`src/rtl/countdown_timer.sv`:
```
// countdown_timer: minutes:seconds down-counter for the digital clock.
// A preset is loaded and clamped to MAX_MIN:59. While running, the count
// decrements once per second. When the seconds underflow, one minute is
// borrowed. Reaching 00:00 gives a one-cycle done pulse and enters EXPIRED.
//
// Optional feature macro: COUNTDOWN_AUTO_RELOAD_EN. When it is defined, the
// count reloads the saved preset on the cycle after 00:00 and keeps running.
// In that build EXPIRED is never entered and expired is tied 0.
//
// Ports:
//   clk, rst          clock, asynchronous active-high reset
//   load, min_in,     load request with the preset value (binary)
//   sec_in
//   start, stop       resume / pause requests (priority load > stop > start)
//   min_out, sec_out  current count, registered
//   running, expired  decoded from the registered state
//   done              one-cycle pulse, coincident with the outputs at 00:00
module countdown_timer #(
  parameter int TICK_DIV = 100000000,
  parameter int MAX_MIN  = 99
) (
  input  logic       clk,
  input  logic       rst,
  input  logic       load,
  input  logic [6:0] min_in,
  input  logic [5:0] sec_in,
  input  logic       start,
  input  logic       stop,
  output logic [6:0] min_out,
  output logic [5:0] sec_out,
  output logic       running,
  output logic       expired,
  output logic       done
);

  localparam int         PW     = $clog2(TICK_DIV);
  localparam logic [PW-1:0] PS_MAX = PW'(TICK_DIV - 1);
  localparam logic [6:0] MAX_M  = 7'(MAX_MIN);

  typedef enum logic [1:0] {IDLE, RUN, PAUSE, EXPIRED} state_t;

  state_t        state;
  logic [PW-1:0] psc;
  logic [6:0]    min_cl;
  logic [5:0]    sec_cl;
  logic          nonzero;
  logic          tick;
  logic          reload;
  logic [6:0]    rl_min;
  logic [5:0]    rl_sec;

  always_comb begin
    min_cl = (min_in > MAX_M)  ? MAX_M : min_in;
    sec_cl = (sec_in > 6'd59) ? 6'd59 : sec_in;
  end

  assign nonzero = (min_out != 7'd0) || (sec_out != 6'd0);
  assign tick    = (psc == PS_MAX);
  assign running = (state == RUN);

`ifdef COUNTDOWN_AUTO_RELOAD_EN
  logic [6:0] preset_min;
  logic [5:0] preset_sec;

  always_ff @(posedge clk or posedge rst) begin
    if (rst) begin
      preset_min <= '0;
      preset_sec <= '0;
    end else if (load && state != RUN) begin
      preset_min <= min_cl;
      preset_sec <= sec_cl;
    end
  end

  // A 00:00 value can only be seen in RUN on the cycle right after the done
  // pulse. That cycle performs the reload.
  assign reload  = !nonzero;
  assign rl_min  = preset_min;
  assign rl_sec  = preset_sec;
  assign expired = 1'b0;
`else
  assign reload  = 1'b0;
  assign rl_min  = '0;
  assign rl_sec  = '0;
  assign expired = (state == EXPIRED);
`endif

  always_ff @(posedge clk or posedge rst) begin
    if (rst) begin
      state   <= IDLE;
      min_out <= '0;
      sec_out <= '0;
      psc     <= '0;
      done    <= 1'b0;
    end else begin
      done <= 1'b0;
      if (state == RUN) begin
        if (reload) begin
          min_out <= rl_min;
          sec_out <= rl_sec;
        end
        if (stop) begin
          // Hold the prescaler so that resuming finishes the partial second.
          state <= PAUSE;
        end else begin
          // The prescaler keeps counting through the reload cycle. This
          // makes the auto-reload period an exact multiple of TICK_DIV.
          psc <= tick ? '0 : psc + 1'b1;
          if (tick && !reload) begin
            if (sec_out != 6'd0) begin
              sec_out <= sec_out - 1'b1;
              if (min_out == 7'd0 && sec_out == 6'd1) begin
                done <= 1'b1;
`ifndef COUNTDOWN_AUTO_RELOAD_EN
                state <= EXPIRED;
`endif
              end
            end else if (min_out != 7'd0) begin
              min_out <= min_out - 1'b1;
              sec_out <= 6'd59;
            end
          end
        end
      end else if (load) begin
        min_out <= min_cl;
        sec_out <= sec_cl;
        psc     <= '0;
        state   <= IDLE;
      end else if (start && nonzero && state != EXPIRED) begin
        state <= RUN;
      end
    end
  end

endmodule

```
`config.mk`:
```
export PLATFORM = sky130hd
export DESIGN_NAME = countdown_timer
export DESIGN_NICKNAME = d
export VERILOG_FILES = /design/src/rtl/countdown_timer.sv
export SDC_FILE = /design/constraint.sdc
export NUM_CORES = 1
export LEC_CHECK = 0
export CAP_MARGIN = 20
export CORE_MARGIN = 10
export CORE_UTILIZATION = 34
export DETAILED_ROUTE_END_ITERATION = 7
export PLACE_DENSITY = 0.51
export SLEW_MARGIN = 20
export SYNTH_ARGS = -nofsm -noshare
export SYNTH_HDL_FRONTEND = slang
export SYNTH_SLANG_ARGS = --single-unit
```
`constraint.sdc`:
```
create_clock -name clk -period 4.5 [get_ports clk]
set_clock_uncertainty 0.15 [all_clocks]
set_input_delay 0.9 -clock clk [delete_from_list [all_inputs] [get_ports clk]]
set_output_delay 0.9 -clock clk [all_outputs]
set_load 0.005 [all_outputs]
```
==> summary.txt, run 1 <==
Gpl congestion = 0.8351
Logic pwr share = 0.458
Seq/Total Area, Yosys = 0.4028
DR pass1 iterations = 4
Syn_nets = 325
Dominant cell type by area after synthesis = dfrtp_1
Critical path's largest stage delay = 450 ps
Cells after Synth = 301
Largest net degree at the start of global routing = 44
DIE HEIGHT = 108.6 um
Ys async rst share = 1.000
Clock Latency Late Sink = 300 ps
Critical Path Most Common Cell = buf_4
Vias in the first global route = 2454
Peak supply drop = 123.9 uV
Layout net count = 362
Max transition margin = 0.4121
Clock slew at reported path FFs = 80 ps
Gr ovfl total = 0
Row count = 32
Fmax = 317.2 MHz
Number of synthesized flops with an enable pin = 0
Hold crit path type = flop to flop
CTS tree = built
Via count = 2419
Crit path max fanout = 16
Clock root cell = clkbuf_8
Setup WS pre-CTS = 1401 ps
Starting Density = 0.3475
RSZ-0062 raised after global routing = false
Final period utilization = 0.7005
Switching Share = 0.4023
All-Layer GR Usage = 0.1310
Via/cell ratio = 5.510
Clock group share of total power = 0.159
Global-route wire length before repair = 12560 um
Drt drc = 0
Total negative slack = 0 ps
CP cell instances = nand2b_1 > buf_4 > clkinv_1 > buf_4 > clkdlybuf4s50_1
Core area = 7687 um^2
Pwr per Cell Area = 457.6 nW/um^2
Syn. warnings = 0
Clock Path Buffers = 2
# diodes = 0
Crit-path slowest cell = clkdlybuf4s50_1
FF+latch count, synth = 43
Max cap viols = 0
Worst setup EP type = primary output
DRT Wirelength = 7406 um
Kind of critical path = flop to primary output
Hpwl dp = 5339 um
Internal power = 0.8768 mW
Crit path launch type = flop
Outcome = complete, no violations
Synth top area share = 0.4028
Synth-to-Final Area Change = 20.00%
Library cells used by synthesis = 60
Cts repair resizes = 0
Share of layout cells above drive strength 1 = 0.08902
PortBufs = 33
Starting DRT DRC Count = 121
Final slew viol count = 0
H-tree Lvls = 2
Synth Cell Area = 2671 um^2
Ys flop type = dfrtp_1
Hold_buf cts = 0
WL per Instance = 16.87 um
Final-report hold violation count = 0
TritonCTS Buffers = 5
Die Wd = 108.6 um
Initial antenna violation count = 0
Setup bufs post-CTS = 0
P_sw = 0.5901 mW
Final Setup Violations = 0
Min cycle time layout = 3152 ps
Crit path DAT = 2100 ps
Die ar. = 11800 um^2
Clk sinks = 43
Routed Antenna Nets = 0
Worst Path Required = 3450 ps
Total power = 1.467 mW
Fraction of power consumed by sequential logic = 0.383
Setup WS post-layout = 1348 ps
Avg Cell Area, Syn = 8.875 um^2
Leak pwr = 1.259 nW
Area contributors post-synth = dfrtp_1, nor2_1, xnor2_1
# IOs = 34
Least-Margin Pin Slew = 881.9 ps
==> power by group through the flow <==
stage,clock (mW),combinational (mW),sequential (mW)
3_3_place_gp,0,0.681,0.568
2_1_floorplan,0,0.396,0.547
6_report,0.233,0.672,0.562
3_5_place_dp,0,0.675,0.569
4_1_cts,0.244,0.681,0.561
5_1_grt,0.260,0.755,0.581
==> worst max-delay path: cells and delay by family (launching register included) <==
| family | cells | cell delay, ps |
|---|---|---|
| flip-flops | 1 | 430 |
| buffers and inverters | 4 | 1230 |
| AND/OR/NAND/NOR | 1 | 130 |
==> flip-flops by register name (all words and copies together) (netlist names) <==
name,flops
psc,27
min_out,7
sec_out,6
done,1
state,2
==> layout make-up <==
cell class	instances	area [um^2]
Tap cell	102	127.6
Timing Repair Buffer	39	375.4
Fill cell	810	4482
Multi-Input combinational cell	235	1501
Sequential cell	43	1076
Clock buffer	6	72.57
Inverter	14	52.55
==> logic make-up (layout without fill, tap and decap cells) <==
| logic type | after synthesis | in the layout | synth area share |
|---|---|---|---|
| flops | 43 | 43 | 0.4028 |
| fa+ha+maj | 6 | 6 | 0.02810 |
| compound gates | 59 | 59 | 0.1593 |
| buf+inv | 23 | 59 | 0.03513 |
| xor+xnor | 20 | 20 | 0.06557 |
| mux | 2 | 2 | 0.007494 |
| simple gates | 148 | 148 | 0.3016 |
==> metal layers <==
metal	wire length (um)	track usage	vias to the layer above
met5	0	0	-
met4	88	0.04049	0
met3	305	0.02419	6
met2	3370	0.2034	47
met1	3641	0.1805	1184
li1	-	-	1182
==> cell usage in the layout, fill, tap and decap left out, drive strengths merged, types with 3 or more instances in the layout <==
master,instances
a21oi,13
xor2,6
or3,4
inv,12
clkbuf,6
clkdlybuf4s50,33
a31oi,5
buf,6
o211ai,3
ha,6
and3,7
and4,3
a41oi,3
nor2,37
nand3,8
nand2b,3
dfrtp,43
nor4,12
nand3b,3
nand2,24
o21ai,13
nand4,15
xnor2,14
nor3,18
o21bai,3
==> through the flow <==
stage | utilization | hold slack (ps) | cells | area, um^2
2_1_floorplan | - | 324.6 | 301 | 2671
3_3_place_gp | 0.4076 | 357.7 | 433 | 3133
3_5_place_dp | 0.4076 | 351.0 | 433 | 3133
4_1_cts | 0.4170 | 364.9 | 439 | 3206
5_1_grt | 0.4170 | 407.0 | 439 | 3206
6_report | 0.4170 | 363.7 | 439 | 3206
==> worst paths after layout <==
| check | slack, ps | to | from | depth (start not counted) |
|---|---|---|---|---|
| min in group asynchronous | 900 | sec_out[1] | rst | 3 |
| max in group asynchronous | 2900 | psc[11] | rst | 3 |
| worst max-delay path | 1350 | running | state[1] | 5 |
| worst max register to register | 1860 | psc[7] | psc[0] | 6 |
| worst min-delay path | 360 | psc[23] | psc[23] | 1 |
| worst min register to register | 360 | psc[23] | psc[23] | 1 |
==> cells in the mapped netlist (2+ instances only) <==
cell / n
dfrtp_1: 43
nor2_1: 37
nand2_1: 24
nor3_1: 18
nand4_1: 14
xnor2_1: 14
inv_1: 13
a21oi_1: 12
o21ai_0: 12
nor4_1: 11
nand3_1: 8
and3_1: 7
ha_1: 6
xor2_1: 6
a31oi_1: 5
clkbuf_1: 5
a41oi_1: 3
buf_2: 3
nand2b_1: 3
nand3b_1: 3
o211ai_1: 3
o21bai_1: 3
a211oi_1: 2
a31o_2: 2
a32o_1: 2
and4_1: 2
mux2i_1: 2
o32a_1: 2
or3_1: 2
or3_2: 2
or3b_2: 2
or4_1: 2
Note: power is estimated with default switching activity, not from simulation.
==> run 2, diff against run 1 <==
Clock period 4.5 ns to 3.3 ns, I/O delays scaled along.
==> run 2 against run 1 <==
Wire length down 1.6%. Register-to-register slack got worse by 1200 ps. Non-clock buffer count grew 2. Critical path type is now flop to flop. Largest power group unchanged.
==> summary.txt, run 2 (same netlist as run 1, synthesis figures left out) <==
Peak supply drop = 166.3 uV (+34%)
Clk sinks = 43 (unchanged)
Crit path max-delay family = simple AND/OR/NAND/NOR gates
Crit path launch type = flop
Total power = 2.051 mW (+40%)
WHS = 368.7 ps (+5.057 ps)
DRT Wirelength = 7291 um (-1.6%)
Drt drc = 0 (unchanged)
# diodes = 0 (unchanged)
Worst setup EP type = flop
Core area = 7687 um^2 (unchanged)
Most common cell after layout, fill and taps aside = dfrtp_1
Global-route wire length before repair = 12210 um (-2.8%)
CTS tree = built
Hold_buf cts = 0 (unchanged)
Finished Layout Cells = 443 (+0.91%)
Critical path's largest stage delay = 550 ps (+100 ps)
HP Start = psc[23]
Gr ovfl total = 0 (unchanged)
Area after DPL = 3148 um^2 (+0.48%)
Worst Path Required = 3350 ps (-100 ps)
Setup bufs post-CTS = 0 (unchanged)
Via/cell ratio = 5.445 (-1.2%)
Vias in the first global route = 2418 (-1.5%)
TritonCTS Buffers = 5 (unchanged)
Clock Path Buffers = 2 (unchanged)
Cts repair resizes = 0 (unchanged)
Die Wd = 108.6 um (unchanged)
Clock slew at reported path FFs = 100 ps (+20 ps)
Leak pwr = 1.273 nW (+1.1%)
Max reg flops = 27 (unchanged)
Row count = 32 (unchanged)
Via count = 2412 (-0.29%)
Final core occ = 0.4206 (+0.003581)
Setup WS post-layout = 680.5 ps (-667.3 ps)
Reg2reg end = sec_out[2]
Crit-path slowest cell = or4b_1
Die ar. = 11800 um^2 (unchanged)
Clock Latency Late Sink = 300 ps (about the same)
Gpl congestion = 0.7957 (-4.7%)
WP depth = 7 (+2)
Max cap viols = 0 (unchanged)
Least-Margin Pin Slew = 869.9 ps (-12.03 ps)
CP cell instances = inv_1 > ha_1 > or3b_2 > or4b_1 > nand4_1 > nand2_1 > a32o_1
Final slew viol count = 0 (unchanged)
Starting DRT DRC Count = 115 (-5.0%)
Setup WS pre-CTS = 526.7 ps (-874.8 ps)
Pwr per Cell Area = 634.2 nW/um^2 (+39%)
Finished Cell Area = 3233 um^2 (+0.86%)
Final Setup Violations = 0 (unchanged)
Largest registers = psc: 27 flops, min_out: 7 flops, sec_out: 6 flops
Buf+Inv Stages, Crit Path = 1 (-3)
Commonest non-fill, non-tap cells in the layout = dfrtp_1, nor2_1, clkdlybuf4s50_1
Hold crit path type = flop to flop
Initial antenna violation count = 0 (unchanged)
PortBufs = 33 (unchanged)
Final-report hold violation count = 0 (unchanged)
Routed Antenna Nets = 0 (unchanged)
Max transition margin = 0.4156 (+0.003557)
Largest reg by FF count = psc
Starting Density = 0.3475 (unchanged)
RSZ-0062 raised after global routing = false
# IOs = 34 (unchanged)
Placed cells = 435 (+0.46%)
DR pass1 iterations = 4 (unchanged)
Final period utilization = 0.7938
WL per Instance = 16.46 um (-2.4%)
Outcome = complete, no violations
Min cycle time layout = 2619 ps
Crit path max fanout = 6 (-10)
H-tree Lvls = 2 (unchanged)
Kind of critical path = flop to flop
Hold EP = psc[23]
Largest net degree at the start of global routing = 44 (unchanged)
DIE HEIGHT = 108.6 um (unchanged)
Share of layout cells above drive strength 1 = 0.09971 (+0.01069)
Crit path DAT = 2670 ps (+570 ps)
Total negative slack = 0 ps (unchanged)
All-Layer GR Usage = 0.1265 (-0.004553)
R2R setup slack = 680 ps (-1180 ps)
Reg-to-Reg Start = min_out[0]
Synth-to-Final Area Change = 21.03%
Hpwl dp = 5362 um (+0.43%)
Worst Reg-to-Reg Cells = 7 (+1)
Layout net count = 364 (+0.55%)
Worst Hold Depth = 1 (unchanged)
Clock root cell = clkbuf_8
Fmax = 381.8 MHz
run 2: layer usage:
metal	vias to the layer above	share of wire	routed length (um)	global-route usage
met4	0	0.0078	57	0.03202
met1	1168	0.48	3469	0.1622
met2	49	0.47	3426	0.2125
li1	1190	-	-	-
met3	5	0.046	337	0.02596
met5	-	0	0	0
run 2: cell type report:
| type | instances | area (um^2) |
|---|---|---|
| fillers | 793 | 4454 |
| multi-input cells | 235 | 1501 |
| clock inverters | 2 | 12.51 |
| flip-flops and latches | 43 | 1076 |
| clock buffers | 6 | 72.57 |
| inverters | 14 | 52.55 |
| repair buffers | 41 | 390.4 |
| well taps | 102 | 127.6 |
run 2: worst max path at each step:
stage               startpoint    endpoint  slack [ps]
finish              min_out[0]  sec_out[2]         680
global route            psc[0]  min_out[3]         530
CTS                     psc[0]  min_out[3]         690
detailed placement        stop     psc[14]         530
global placement          stop     psc[14]         590
floorplan           min_out[0]  sec_out[2]         970
run 2: power by group:
group          internal [mW]  leakage (nW)  switching (mW)  total (mW)
Clock                  0.148        0.0412           0.193       0.342
Combinational          0.441         0.661           0.500       0.941
Sequential             0.625         0.570           0.143       0.768
run 2: worst reg2reg max path: cells and delay by family, from the launching register on:
| kind | cells | cell delay, ps |
|---|---|---|
| simple gates | 4 | 1410 |
| flops | 1 | 450 |
| compound gates | 1 | 230 |
| fa+ha+maj | 1 | 150 |
| buf+inv | 1 | 120 |
